[src/rtl/branch_target_sequencer_if.sv]
// ============================================================================
// branch_target_sequencer_if
// ----------------------------------------------------------------------------
// Bundles the request handshake, the shared branch-mux select/data pair and
// the response handshake of the branch target sequencer.
//
//   request  : req_valid, req_ready, op[1:0], taken
//   mux      : mux_src[2:0] (sequencer -> mux), mux_data[31:0] (mux -> sequencer)
//   response : resp_valid, resp_ready, next_pc[31:0], link[31:0], link_we,
//              misaligned
//
// Modports:
//   slave  - the sequencer itself
//   master - the surrounding pipeline (issues requests, owns the mux,
//            consumes responses)
// ============================================================================
interface branch_target_sequencer_if;

    logic        req_valid;
    logic        req_ready;
    logic [1:0]  op;
    logic        taken;
    logic [2:0]  mux_src;
    logic [31:0] mux_data;
    logic        resp_valid;
    logic        resp_ready;
    logic [31:0] next_pc;
    logic [31:0] link;
    logic        link_we;
    logic        misaligned;

    modport slave (
        input  req_valid,
        input  op,
        input  taken,
        input  mux_data,
        input  resp_ready,
        output req_ready,
        output mux_src,
        output resp_valid,
        output next_pc,
        output link,
        output link_we,
        output misaligned
    );

    modport master (
        output req_valid,
        output op,
        output taken,
        output mux_data,
        output resp_ready,
        input  req_ready,
        input  mux_src,
        input  resp_valid,
        input  next_pc,
        input  link,
        input  link_we,
        input  misaligned
    );

endinterface

[src/rtl/branch_target_sequencer.sv]
// ============================================================================
// branch_target_sequencer
// ----------------------------------------------------------------------------
// Resolves JAL / JALR / conditional-branch targets using one shared input mux
// and a single 32-bit adder. Each request walks through the states
// IDLE -> LINK -> BASE -> OFFS -> RESP, steering the mux one operand per cycle:
//   LINK : PC+4 captured as the return address
//   BASE : PC (or rs for JALR) captured as the adder base
//   OFFS : offset selected, target computed and the response registered
//   RESP : response held until the consumer accepts it
//
// Ports:
//   clk    - system clock, rising-edge active
//   reset  - asynchronous, active-high reset
//   bus    - branch_target_sequencer_if.slave (request, mux and response)
// ============================================================================
module branch_target_sequencer (
    input  logic                      clk,
    input  logic                      reset,
    branch_target_sequencer_if.slave  bus
);

    // Request kinds
    localparam logic [1:0] OP_JAL    = 2'b00;
    localparam logic [1:0] OP_JALR   = 2'b01;
    localparam logic [1:0] OP_BRANCH = 2'b10;

    // Shared mux select encodings
    localparam logic [2:0] MUX_ZERO  = 3'b000;
    localparam logic [2:0] MUX_PC4   = 3'b001;
    localparam logic [2:0] MUX_PC    = 3'b010;
    localparam logic [2:0] MUX_REG   = 3'b011;
    localparam logic [2:0] MUX_IMM12 = 3'b100;
    localparam logic [2:0] MUX_JOFF  = 3'b101;
    localparam logic [2:0] MUX_BOFF  = 3'b110;

    typedef enum logic [2:0] {
        IDLE = 3'd0,
        LINK = 3'd1,
        BASE = 3'd2,
        OFFS = 3'd3,
        RESP = 3'd4
    } state_t;

    state_t      state_q,     state_d;
    logic [1:0]  op_q,        op_d;
    logic        taken_q,     taken_d;
    logic [31:0] link_r_q,    link_r_d;
    logic [31:0] base_q,      base_d;
    logic [31:0] next_pc_q,   next_pc_d;
    logic [31:0] link_q,      link_d;
    logic        link_we_q,   link_we_d;

    logic        req_ready_c;
    logic        resp_valid_c;
    logic [2:0]  mux_src_c;
    logic [31:0] sum;

    // The single adder: base operand from BASE plus whatever offset the mux
    // presents in OFFS. Carry out of bit 31 is intentionally dropped.
    assign sum = base_q + bus.mux_data;

    // Next-state and output decode. op/taken are only sampled in IDLE on
    // acceptance, so later changes on those inputs cannot affect a request
    // already in flight.
    always_comb begin
        state_d      = state_q;
        op_d         = op_q;
        taken_d      = taken_q;
        link_r_d     = link_r_q;
        base_d       = base_q;
        next_pc_d    = next_pc_q;
        link_d       = link_q;
        link_we_d    = link_we_q;
        req_ready_c  = 1'b0;
        resp_valid_c = 1'b0;
        mux_src_c    = MUX_ZERO;

        case (state_q)
            IDLE: begin
                req_ready_c = 1'b1;
                if (bus.req_valid) begin
                    op_d    = bus.op;
                    taken_d = bus.taken;
                    state_d = LINK;
                end
            end

            LINK: begin
                mux_src_c = MUX_PC4;
                link_r_d  = bus.mux_data;
                state_d   = BASE;
            end

            BASE: begin
                mux_src_c = (op_q == OP_JALR) ? MUX_REG : MUX_PC;
                base_d    = bus.mux_data;
                state_d   = OFFS;
            end

            OFFS: begin
                link_d  = link_r_q;
                state_d = RESP;
                case (op_q)
                    OP_JAL: begin
                        mux_src_c = MUX_JOFF;
                        next_pc_d = sum;
                        link_we_d = 1'b1;
                    end
                    OP_JALR: begin
                        // JALR targets always have bit 0 forced low
                        mux_src_c = MUX_IMM12;
                        next_pc_d = {sum[31:1], 1'b0};
                        link_we_d = 1'b1;
                    end
                    OP_BRANCH: begin
                        link_we_d = 1'b0;
                        if (taken_q) begin
                            mux_src_c = MUX_BOFF;
                            next_pc_d = sum;
                        end else begin
                            mux_src_c = MUX_ZERO;
                            next_pc_d = link_r_q;
                        end
                    end
                    default: begin
                        // Reserved op falls through to the sequential PC
                        mux_src_c = MUX_ZERO;
                        next_pc_d = link_r_q;
                        link_we_d = 1'b0;
                    end
                endcase
            end

            RESP: begin
                resp_valid_c = 1'b1;
                if (bus.resp_ready) begin
                    state_d = IDLE;
                end
            end

            default: begin
                state_d = IDLE;
            end
        endcase
    end

    // State and datapath registers. Reset clears everything so the block
    // looks freshly powered up and any in-flight request is dropped.
    always_ff @(posedge clk or posedge reset) begin
        if (reset) begin
            state_q   <= IDLE;
            op_q      <= 2'b00;
            taken_q   <= 1'b0;
            link_r_q  <= 32'h0;
            base_q    <= 32'h0;
            next_pc_q <= 32'h0;
            link_q    <= 32'h0;
            link_we_q <= 1'b0;
        end else begin
            state_q   <= state_d;
            op_q      <= op_d;
            taken_q   <= taken_d;
            link_r_q  <= link_r_d;
            base_q    <= base_d;
            next_pc_q <= next_pc_d;
            link_q    <= link_d;
            link_we_q <= link_we_d;
        end
    end

    assign bus.req_ready  = req_ready_c;
    assign bus.resp_valid = resp_valid_c;
    assign bus.mux_src    = mux_src_c;
    assign bus.next_pc    = next_pc_q;
    assign bus.link       = link_q;
    assign bus.link_we    = link_we_q;
    // Flag only; a misaligned target is still delivered as a normal response
    assign bus.misaligned = |next_pc_q[1:0];

endmodule

[src/flat_wrapper.sv]
// flat-port wrapper written by rule: the top's interface ports become plain ports
module branch_target_sequencer_flat 
  (clk, reset, bus_req_valid, bus_op, bus_taken, bus_mux_data, bus_resp_ready, bus_req_ready, bus_mux_src, bus_resp_valid, bus_next_pc, bus_link, bus_link_we, bus_misaligned);
  branch_target_sequencer_if bus_i ();
  input  logic clk;
  input  logic reset;
  input wire logic [$bits(bus_i.req_valid)-1:0] bus_req_valid;
  input wire logic [$bits(bus_i.op)-1:0] bus_op;
  input wire logic [$bits(bus_i.taken)-1:0] bus_taken;
  input wire logic [$bits(bus_i.mux_data)-1:0] bus_mux_data;
  input wire logic [$bits(bus_i.resp_ready)-1:0] bus_resp_ready;
  output wire logic [$bits(bus_i.req_ready)-1:0] bus_req_ready;
  output wire logic [$bits(bus_i.mux_src)-1:0] bus_mux_src;
  output wire logic [$bits(bus_i.resp_valid)-1:0] bus_resp_valid;
  output wire logic [$bits(bus_i.next_pc)-1:0] bus_next_pc;
  output wire logic [$bits(bus_i.link)-1:0] bus_link;
  output wire logic [$bits(bus_i.link_we)-1:0] bus_link_we;
  output wire logic [$bits(bus_i.misaligned)-1:0] bus_misaligned;
  assign bus_i.req_valid = bus_req_valid;
  assign bus_i.op = bus_op;
  assign bus_i.taken = bus_taken;
  assign bus_i.mux_data = bus_mux_data;
  assign bus_i.resp_ready = bus_resp_ready;
  assign bus_req_ready = bus_i.req_ready;
  assign bus_mux_src = bus_i.mux_src;
  assign bus_resp_valid = bus_i.resp_valid;
  assign bus_next_pc = bus_i.next_pc;
  assign bus_link = bus_i.link;
  assign bus_link_we = bus_i.link_we;
  assign bus_misaligned = bus_i.misaligned;
  branch_target_sequencer u_core (.clk(clk), .reset(reset), .bus(bus_i));
endmodule
[config.mk]
export PLATFORM = sky130hd
export DESIGN_NAME = branch_target_sequencer_flat
export DESIGN_NICKNAME = d
export VERILOG_FILES = /design/src/rtl/branch_target_sequencer_if.sv /design/src/rtl/branch_target_sequencer.sv /design/src/flat_wrapper.sv
export SDC_FILE = /design/constraint.sdc
export NUM_CORES = 1
export LEC_CHECK = 0
export BUFFER_PORTS_ARGS = -buffer_cell sky130_fd_sc_hd__buf_2
export CAP_MARGIN = 5
export CELL_PAD_IN_SITES_DETAIL_PLACEMENT = 0
export CELL_PAD_IN_SITES_GLOBAL_PLACEMENT = 2
export CORE_MARGIN = 2
export CORE_UTILIZATION = 37
export CTS_BUF_LIST = sky130_fd_sc_hd__clkbuf_8
export DETAILED_ROUTE_END_ITERATION = 7
export GPL_ROUTABILITY_DRIVEN = 0
export PLACE_DENSITY_LB_ADDON = 0.1
export SLEW_MARGIN = 20
export SYNTH_ARGS = -nofsm -noshare
export SYNTH_HDL_FRONTEND = slang
export SYNTH_SLANG_ARGS = --single-unit
[constraint.sdc]
create_clock -name clk -period 4.7 [get_ports clk]
set_input_delay 0.235 -clock clk [delete_from_list [all_inputs] [get_ports clk]]
set_output_delay 0.235 -clock clk [all_outputs]
set_load 0.005 [all_outputs]
==> results.sh, run 1 <==
export IMPL_status="finished with violations"
export IMPL_violations="hold timing"
export IMPL_syn_inst=740
export IMPL_grt_pass1_vias=5808
export IMPL_totalWireLength_um=18700
export IMPL_post_route_min_period_ns=2.92
export IMPL_ios=110
export IMPL_cts_sinks=135
export IMPL_drv_cap=0
export IMPL_crit_family="simple AND/OR/NAND/NOR gates"
export IMPL_drt_iter0_drc=292
export IMPL_insertion_delay_ns=0.46
export IMPL_layout_drive_gt1_share=0.244
export IMPL_grt_max_degree=103
export IMPL_cts_buffers_inserted=17
export IMPL_die_h_um=143
export IMPL_path_cells="nand2b_1 -> nor2_4 -> nand2_1 -> clkinv_1 -> buf_2"
export IMPL_synth_async_reset_ratio=1.00
export IMPL_grt_pass1_wl_um=30700
export IMPL_syn_avg_cell_area_um2=9.65
export IMPL_peakVddDrop_uv=229
export IMPL_htreeDepth=4
export IMPL_post_cts_buffers=0
export IMPL_hold_slack_ns=-0.0198
export IMPL_die_w_um=143
export IMPL_crit_path_start_kind="flip-flop"
export IMPL_cts_buffer_depth=2
export IMPL_synth_area_um2=7140
export IMPL_cp_num_buf_inv=2
export IMPL_power_density_nw_per_um2=761
export IMPL_first_pass_iters=5
export IMPL_setup_tns_final_ns=0
export IMPL_hold_violations=9
export IMPL_placementRows=50
export IMPL_track_usage=0.192
export IMPL_synth_ff_type="dfrtp_1"
export IMPL_min_period_over_period=0.620
export IMPL_cts_resized=0
export IMPL_postSynthNetCount=811
export IMPL_hpwl_um=13100
export IMPL_antenna_found_initial=0
export IMPL_start_util=0.379
export IMPL_multi_input_area_um2=3580
export IMPL_yosysUniqueCellTypes=62
export IMPL_cts_root_buf="clkbuf_8"
export IMPL_relSlewSlack=0.358
export IMPL_num_nets_final=909
export IMPL_die_area_um2=20400
export IMPL_clk_transition_reported_paths_ns=0.08
export IMPL_avgRoutedWirePerCell_um=16.9
export IMPL_drv_slew=0
export IMPL_fill_cells=1868
export IMPL_ys_warn_count=0
export IMPL_crit_path_max_fanout=28
export IMPL_final_core_util=0.442
export IMPL_dr_total_vias=5713
export IMPL_hold_class="in -> async"
export IMPL_antennaDiodeCount=0
export IMPL_register_area_um2=3380
export IMPL_critPathArrivalTime_ns=2.68
export IMPL_required_ns=4.47
export IMPL_synth_edf_count=0
export IMPL_hold_buffers=2
export IMPL_synth_seq_area_share=0.473
export IMPL_leakagePower_uw=0.00395
export IMPL_rsz0062_at_grt="false"
export IMPL_cp_slowest_cell="nor2_4"
export IMPL_syn_to_final_growth_pct=16.7
export IMPL_worst_pin_slew_ns=0.963
export IMPL_ant_nets=0
export IMPL_endpoint_kind="primary output"
export IMPL_cts_tree="built"
export IMPL_setup_violations=0
export IMPL_viasPerCell=5.15
export IMPL_yosys_register_bits=135
export IMPL_max_freq_mhz=343
export IMPL_skew_ns=0.0107
export IMPL_r2r_start="u_core.base_q[0]$_DFFE_PP0P_"
export IMPL_port_buffers=109
export IMPL_slowest_delay_ns=0.59
export IMPL_drc=0
export IMPL_crit_path_start="u_core.state_q[2]$_DFFE_PP0P_"
export IMPL_grt_overflow_total=0
export IMPL_critical_path_class="reg -> out"
export IMPL_core_um2=18800
-- cell families after synthesis --
group,share of synthesized area
simple gates,0.160
flops,0.473
buf+inv,0.0287
compound gates,0.146
fa+ha+maj,0.0571
mux,0.112
xor+xnor,0.0233
-- flip-flops by register name, summed over array words and instances (netlist names) --
signal,cells
u_core.taken_q,1
u_core.link_r_q,32
u_core.state_q,3
u_core.bus.link,32
u_core.bus.next_pc,32
u_core.bus.link_we,1
u_core.op_q,2
u_core.base_q,32
-- cell type report --
class                           instances  area share
Multi-Input combinational cell        551       0.429
Sequential cell                       135       0.405
Timing Repair Buffer                  116      0.0724
Tap cell                              260      0.0390
Clock buffer                           20      0.0330
Clock inverter                         10      0.0126
Inverter                               17     0.00826
-- placed cells by master (no fill, tap or decap), types with 10 or more instances in the layout --
master	Yosys	final
mux2_1	18	18
nand2_1	153	153
dfrtp_1	135	135
clkbuf_8	0	20
xnor2_1	10	10
nor2_1	46	45
a21oi_1	68	68
mux2_2	48	48
buf_2	2	109
ha_1	31	31
a21o_1	12	12
inv_1	16	16
o21ai_0	26	26
-- per-layer routing --
layer / part of all wire / track usage / vias up
li1: - / - / 2780
met1: 0.48 / 0.260 / 2816
met2: 0.47 / 0.310 / 105
met3: 0.035 / 0.0389 / 12
met4: 0.012 / 0.0584 / 0
met5: 0 / 0 / -
-- through the flow --
step	worst slack, ns	hold WS, ns	cells	instance area (um2)	total power, uW
2_1_floorplan	0.854	0.352	740	7140	4390
3_3_place_gp	1.99	0.452	1077	7930	5410
3_5_place_dp	1.91	0.457	1077	7930	5460
4_1_cts	1.67	0.00498	1109	8330	6450
5_1_grt	1.55	0.0153	1109	8330	6910
6_report	1.78	-0.0198	1109	8330	6340
-- cell usage after synthesis (6+ instances only) --
library cell,count,area (um2)
xor2_1,9,78.8
inv_1,16,60.1
mux2_2,48,541
a31oi_1,9,56.3
xnor2_1,10,87.6
o21ai_1,9,45.0
ha_1,31,388
nand3_1,9,45.0
nor2_1,46,173
nor3_1,7,35.0
a21o_1,12,90.1
dfrtp_1,135,3380
nand2_1,153,574
clkbuf_1,34,128
o21ai_0,26,130
a22oi_1,6,45.0
mux2_1,18,203
a21oi_1,68,340
-- power by group --
group	switching (uW)	internal [uW]	total, uW
combinational	1840	1430	3280
sequential	366	1750	2110
clock	450	501	951
total	2660	3680	6340
-- final timing paths --
path,endpoint,slack [ns],depth (start not counted)
worst max-delay path,bus_mux_src[2],1.78,5
worst min register to register,u_core.bus.link[5]$_DFFE_PP0P_,0.47,2
min in group clk,u_core.state_q[2]$_DFFE_PP0P_,0.04,3
worst min-delay path,u_core.bus.link[5]$_DFFE_PP0P_,-0.02,2
max in group asynchronous,u_core.base_q[31]$_DFFE_PP0P_,3.69,3
worst max register to register,u_core.bus.next_pc[24]$_DFFE_PP0P_,1.94,11
(Power assumes the default switching activity.)
==> inputs of run 2 (changes only) <==
==> constraint.sdc (replaced) <==
create_clock -name clk -period 2.8 [get_ports clk]
set_input_delay 0.14 -clock clk [delete_from_list [all_inputs] [get_ports clk]]
set_output_delay 0.14 -clock clk [all_outputs]
set_load 0.005 [all_outputs]
==> results.sh, run 2 (synthesis gave the netlist of run 1 again) <==
export IMPL_status="complete, no violations"
export IMPL_first_pass_iters=5
export IMPL_viasPerCell=5.09
export IMPL_post_route_min_period_ns=2.70
export IMPL_crit_path_start_kind="flip-flop"
export IMPL_hpwl_um=13300
export IMPL_num_nets_final=957
export IMPL_stdcell_area_um2=8840
export IMPL_drc=0
export IMPL_avgRoutedWirePerCell_um=16.1
export IMPL_ios=110
export IMPL_min_period_over_period=0.963
export IMPL_port_buffers=109
export IMPL_final_core_util=0.470
export IMPL_antenna_found_initial=0
export IMPL_track_usage=0.194
export IMPL_power_density_nw_per_um2=1220
export IMPL_clk_transition_reported_paths_ns=0.08
export IMPL_grt_overflow_total=0
export IMPL_syn_to_final_growth_pct=23.9
export IMPL_skew_ns=0.00982
export IMPL_mostFrequentLayoutCells="153 x nand2_1, 135 x dfrtp_1, 109 x buf_2"
export IMPL_r2r_start="u_core.base_q[0]$_DFFE_PP0P_"
export IMPL_worst_pin_slew_ns=0.649
export IMPL_cts_buffer_depth=2
export IMPL_drv_cap=0
export IMPL_setup_violations=0
export IMPL_critical_path_class="reg -> reg"
export IMPL_crit_path_start="u_core.base_q[0]$_DFFE_PP0P_"
export IMPL_start_util=0.379
export IMPL_cts_sinks=135
export IMPL_hold_violations=0
export IMPL_multi_input_area_um2=3590
export IMPL_critPathArrivalTime_ns=3.07
export IMPL_register_area_um2=3380
export IMPL_placementRows=50
export IMPL_drv_slew=0
export IMPL_dr_total_vias=5894
export IMPL_grt_pass1_vias=6021
export IMPL_cts_buffers_inserted=17
export IMPL_rsz0062_at_grt="false"
export IMPL_hold_class="in -> async"
export IMPL_cts_tree="built"
export IMPL_crit_path_max_fanout=4
export IMPL_die_area_um2=20400
export IMPL_cts_root_buf="clkbuf_8"
export IMPL_max_freq_mhz=371
export IMPL_totalWireLength_um=18600
export IMPL_dpl_instance_area_um2=8040
export IMPL_insertion_delay_ns=0.45
export IMPL_die_w_um=143
export IMPL_grt_pass1_wl_um=31100
export IMPL_endpoint_kind="flip-flop"
export IMPL_setup_tns_final_ns=0
export IMPL_fill_cells=1845
export IMPL_htreeDepth=4
export IMPL_antennaDiodeCount=0
export IMPL_grt_max_degree=56
export IMPL_ant_nets=0
export IMPL_required_ns=3.17
export IMPL_layout_drive_gt1_share=0.247
export IMPL_die_h_um=143
export IMPL_drt_iter0_drc=290
export IMPL_core_um2=18800
export IMPL_peakVddDrop_uv=435
export IMPL_leakagePower_uw=0.00417
export IMPL_mostFrequentLayoutCell="nand2_1"
export IMPL_relSlewSlack=0.567
-- run 2: cell type report --
cell class | count | area share
multi-input cells | 551 | 0.406
flip-flops and latches | 135 | 0.382
repair buffers | 164 | 0.125
well taps | 260 | 0.0368
clock buffers | 22 | 0.0342
clock inverters | 8 | 0.00820
inverters | 17 | 0.00764
-- run 2: worst paths after layout --
path | endpoint | slack (ns) | cells past startpoint
setup reg to reg | u_core.bus.next_pc[24]$_DFFE_PP0P_ | 0.10 | 11
max in group asynchronous | u_core.bus.next_pc[21]$_DFFE_PP0P_ | 1.86 | 5
setup / recovery | u_core.bus.next_pc[24]$_DFFE_PP0P_ | 0.10 | 11
hold reg to reg | u_core.bus.link[5]$_DFFE_PP0P_ | 0.47 | 2
min in group clk | u_core.taken_q$_DFFE_PP0P_ | 0.46 | 3
hold / removal | u_core.bus.next_pc[6]$_DFFE_PP0P_ | 0.21 | 3
-- run 2: repair_timing --
item                                    4_1_cts  5_1_grt
gates resized for setup                       0        4
hold endpoints to repair                    110        0
hold buffers                                 38        0
buffers inserted                              0        1
endpoints found under the setup margin        0        3
-- run 2: metal layers --
layer  global-route usage  part of all wire
met2                0.312              0.46
met3               0.0456             0.040
met4               0.0615             0.014
met5                    0                 0
met1                0.259              0.48
-- run 2: critical path, stage by stage (launching register included) --
cell and delay, ns:
dfrtp_1 0.39, ha_1 0.21, inv_1 0.07, fa_2 0.23, nor2b_4 0.05, o31a_1 0.32, o31a_1 0.36, a21oi_4 0.25
o31ai_4 0.08, and2_4 0.16, mux2_4 0.29, a211oi_2 0.20
-- run 2: where the power goes --
group          total, uW  switching (uW)  leakage (uW)  internal, uW
registers           3540             612       0.00161          2930
logic               5700            3120       0.00236          2580
clock network       1580             778      0.000188           804
total              10800            4510       0.00417          6310
-- run 2: through the flow --
| step | hold slack (ns) | setup WS (ns) | power (uW) | instances |
|---|---|---|---|---|
| floorplan | 0.257 | 0.294 | 7380 | 740 |
| global placement | 0.374 | 0.183 | 9180 | 1087 |
| detailed placement | 0.378 | 0.0819 | 9250 | 1087 |
| CTS | 0.431 | 0.0528 | 10900 | 1155 |
| global route | 0.212 | 0.00924 | 11800 | 1157 |
| finish | 0.214 | 0.104 | 10800 | 1157 |
